<file path="config.mk">
export PLATFORM = sky130hd
export DESIGN_NAME = display_word_sel
export DESIGN_NICKNAME = d
export VERILOG_FILES = /design/src/rtl/display_word_sel.sv
export SDC_FILE = /design/constraint.sdc
export NUM_CORES = 1
export LEC_CHECK = 0
export BUFFER_PORTS_ARGS = -buffer_cell sky130_fd_sc_hd__buf_2
export CAP_MARGIN = 20
export CELL_PAD_IN_SITES_DETAIL_PLACEMENT = 0
export CELL_PAD_IN_SITES_GLOBAL_PLACEMENT = 1
export CORE_MARGIN = 3
export CORE_UTILIZATION = 28
export CTS_CLUSTER_SIZE = 14
export DETAILED_ROUTE_END_ITERATION = 8
export GPL_TIMING_DRIVEN = 0
export MAX_ROUTING_LAYER = met4
export PLACE_DENSITY_LB_ADDON = 0.1
export SLEW_MARGIN = 5
export SYNTH_ARGS = -nofsm -noshare
export SYNTH_HDL_FRONTEND = slang
export SYNTH_SLANG_ARGS = --single-unit
export TNS_END_PERCENT = 50
</file>
<file path="constraint.sdc">
create_clock -name clk -period 2.1 [get_ports clk]
set_input_delay 0.315 -clock clk [delete_from_list [all_inputs] [get_ports clk]]
set_output_delay 0.315 -clock clk [all_outputs]
set_load 0.02 [all_outputs]
</file>
<file path="src/rtl/display_word_sel.sv">
// Registered channel selector for the seven-segment display path: picks one of
// NCH groups of NDIG hex digits, stepped manually or rotated by a dwell timer.
module display_word_sel #(
  parameter  int NCH   = 4,
  parameter  int NDIG  = 4,
  parameter  int DWELL = 50_000_000,
  localparam int SELW  = (NCH > 1) ? $clog2(NCH) : 1
) (
  input  logic                   clk,
  input  logic                   rst,
  input  logic [NCH*NDIG*4-1:0]  ch_digits,
  input  logic                   mode_auto,
  input  logic                   step,
  input  logic                   hold,
  output logic [NDIG*4-1:0]      hw_digits,
  output logic [SELW-1:0]        sel_out,
  output logic                   sel_chg
);

  localparam int DW = NDIG * 4;
  localparam int CW = (DWELL > 1) ? $clog2(DWELL) : 1;

  logic [SELW-1:0] sel_r;
  logic [SELW-1:0] sel_nx_s;
  logic [SELW-1:0] sel_inc_s;
  logic [CW-1:0]   cnt_r;
  logic [CW-1:0]   cnt_nx_s;
  logic            step_q_r;
  logic            edge_s;
  logic            tc_s;
  logic            adv_s;
  logic            chg_r;
  logic [DW-1:0]   digits_s;
  logic [DW-1:0]   hw_r;
  logic [SELW-1:0] sel_out_r;

  // Next-state decision for the selection and the dwell counter
  always_comb begin
    edge_s = step & ~step_q_r;
    tc_s   = mode_auto & ~hold & (cnt_r == CW'(DWELL - 1));
    // A single-channel build never advances, so sel_chg stays low
    adv_s  = (edge_s | tc_s) & (NCH > 1);

    if (sel_r == SELW'(NCH - 1)) begin
      sel_inc_s = '0;
    end else begin
      sel_inc_s = sel_r + SELW'(1);
    end

    if (adv_s) begin
      sel_nx_s = sel_inc_s;
    end else begin
      sel_nx_s = sel_r;
    end

    // Any edge or terminal count restarts a full dwell period
    if (!mode_auto) begin
      cnt_nx_s = '0;
    end else if (edge_s | tc_s) begin
      cnt_nx_s = '0;
    end else if (hold) begin
      cnt_nx_s = cnt_r;
    end else begin
      cnt_nx_s = cnt_r + CW'(1);
    end

    digits_s = ch_digits[32'(sel_r) * DW +: DW];
  end

  // Selection state, step history and registered output stage
  always_ff @(posedge clk) begin
    if (rst) begin
      sel_r     <= '0;
      cnt_r     <= '0;
      step_q_r  <= 1'b1;
      chg_r     <= 1'b0;
      hw_r      <= '0;
      sel_out_r <= '0;
    end else begin
      sel_r     <= sel_nx_s;
      cnt_r     <= cnt_nx_s;
      step_q_r  <= step;
      chg_r     <= adv_s;
      hw_r      <= digits_s;
      sel_out_r <= sel_r;
    end
  end

  assign hw_digits = hw_r;
  assign sel_out   = sel_out_r;
  assign sel_chg   = chg_r;

endmodule

</file>
==> impl_results.md <==
* Synth Net Count at 288
* Power Density at 612 mW/mm²
* Setup Skew at 0.00293 ns
* Synth Flop Type: dfxtp_1
* WS Path Type: flip-flop to flip-flop
* Die Ht at 96.5 µm
* # port buffers at 87
* Drt drc at 0
* Hold buffers post-CTS at 0
* Tmin final at 1.89 ns
* Worst IR Drop VDD at 0.000226 V
* Largest net degree at the start of global routing at 15
* I/O pin cnt at 88
* Post-synth EDFFs at 0
* Setup_tns at 0 ns
* Worst skew pair latency at 0.30 ns
* NumNets Final at 383
* RR Startpoint: cnt_r[0]
* DR vias/cell at 4.83
* # Max-Cap Violations at 0
* Slew Limit Fails at 0
* H-tree Lvls at 2
* Final antenna-violating net count at 0
* Crit Path Max Fanout at 10
* CTS root buffer: clkbuf_8
* Crit path launch: cnt_r[0]
* Diode count at 0
* DRT Pass-1 Iters at 4
* Worst setup EP type: flip-flop
* DP Cell Count at 406
* Routability Congestion at 0.689
* Syn avg cell area at 10.6 µm²
* Syn-to-layout area delta at 30.6%
* Critical Path AT at 2.09 ns
* Register area share after synthesis at 41.9%
* Die area at 0.00932 mm²
* Flops & latches, synth at 48
* Critical Path RT at 2.30 ns
* Final Instance Area at 0.00300 mm²
* Synth unique cells at 38
* Fin cells at 415
* Wire per inst at 13.6 µm
* Worst hold path type: input port to flip-flop
* DR iter-0 viols at 48
* Initial antenna violation count at 0
* Final period utilization at 90.2%
* Clk slew on worst S/H paths at 0.09 ns
* CTS Buffer Depth at 2
* Fill count at 849
* CTS Buf Count at 5
* HP Start: step
* Worst Tran Pin Value at 0.559 ns
* Core area at 0.00785 mm²
* Pleak at 0.00117 µW
* Share of cells above drive strength 1 at 39.9%
* Grt ovf at 0
* Fmax at 0.528 GHz
* Cells after synthesis at 217
* Die X at 96.5 µm
* RSZ-0062 raised after global routing: no
* HPWL after DPL at 4390 µm
* Syn Std Cell Area at 0.00229 mm²
* GRT Total Usage at 13.4%
* Final setup fails at 0
* DR vias at 2005
* CTS tree: done
* Crit path launch type: flip-flop
* FP Rows at 32
* Hold Fails Final Rpt at 0
* Final WL at 5660 µm
* Clock Sinks at 48
* Ys Warns at 0
* First-pass GRT wire length at 9360 µm
* Vias in the first global route at 1986
* Placed inst area at 0.00286 mm²
* Outcome: completed
* PnR Total Power at 1830 µW
* Post-synth ARST share at 0%
* Starting density of the core at 29.2%
* Slew headroom at 62.7%
-- final cells by class --
cell class                      count  area (µm²)  area share, %
Inverter                            3        11.3          0.376
Buffer                             12        66.3           2.21
Clock inverter                      2        35.0           1.17
Sequential cell                    48         961           32.1
Multi-Input combinational cell    154        1280           42.7
Tap cell                          102         128           4.26
Timing Repair Buffer               88         443           14.8
Clock buffer                        6        72.6           2.42
-- per-stage QoR --
step / setup WS [ns] / hold WS [ns] / util [%]
6_report: 0.207 / 0.216 / 38.2
5_1_grt: 0.0315 / 0.211 / 38.2
4_1_cts: 0.0552 / 0.208 / 37.8
3_5_place_dp: 0.0853 / 0.479 / 36.4
3_3_place_gp: 0.0388 / 0.469 / 36.4
2_1_floorplan: 0.414 / 0.394 / -
-- sequential cells by signal, summed over array words and instances, names as in the netlist --
| name | count |
|---|---|
| cnt_r | 26 |
| hw_digits | 16 |
| sel_out | 2 |
| sel_r | 2 |
| sel_chg | 1 |
| step_q_r | 1 |
-- cell usage in the layout, fill, tap and decap left out, types with 10 or more instances in the layout --
cell type / instances
mux4_2: 16
a21oi_1: 13
nand4_1: 10
nor2_1: 13
buf_2: 92
nand2_1: 10
nor2b_1: 21
dfxtp_1: 48
-- cell families after synthesis --
| logic type | synth area share, % |
|---|---|
| xor gates and xnor gates | 4.58 |
| and+or+nand+nor | 24.7 |
| AOI/OAI and AO/OA | 7.36 |
| buffers and inverters | 3.27 |
| muxes | 17.1 |
| adders and majority gates | 1.09 |
| DFF | 41.9 |
-- critical path, cell delays in order (launching register included) --
cell and delay (ns):
dfxtp_1 0.37, ha_1 0.19, and3b_1 0.27, nand4_1 0.11
buf_4 0.17, o31ai_4 0.30, buf_2 0.29, nor2_1 0.08
-- cell usage after synthesis (7+ instances only) --
master	instances	area (µm²)
nor2_1	13	48.8
nand4_1	10	62.6
a21oi_1	13	65.1
nor2b_1	21	131
dfxtp_1	48	961
nand2_1	10	37.5
mux4_2	16	360
o31ai_1	7	52.6
-- where the power goes --
group	internal [µW]	switching (µW)	leakage, µW
combinational	126	99.5	0.000720
clock	354	312	0.0000552
sequential	936	7.14	0.000392
total	1420	419	0.00117
-- worst paths after layout --
path          endpoint  slack (ns)  cells after the start
max          cnt_r[12]        0.21                      7
min           step_q_r        0.22                      2
max reg2reg  cnt_r[12]        0.21                      7
min reg2reg  cnt_r[25]        0.49                      2
-- routing by layer --
layer  share of wire, %  GRT usage [%]
met4                1.4           3.86
met2                 46           21.0
met3                7.2           3.33
met5                  0              -
met1                 46           17.2
-- timing repair --
item                                    4_1_cts  5_1_grt
endpoints found under the setup margin        0       20
gates resized for setup                       0        4
setup buffers                                 0        1
No activity file was read; power rests on OpenSTA's default activity.
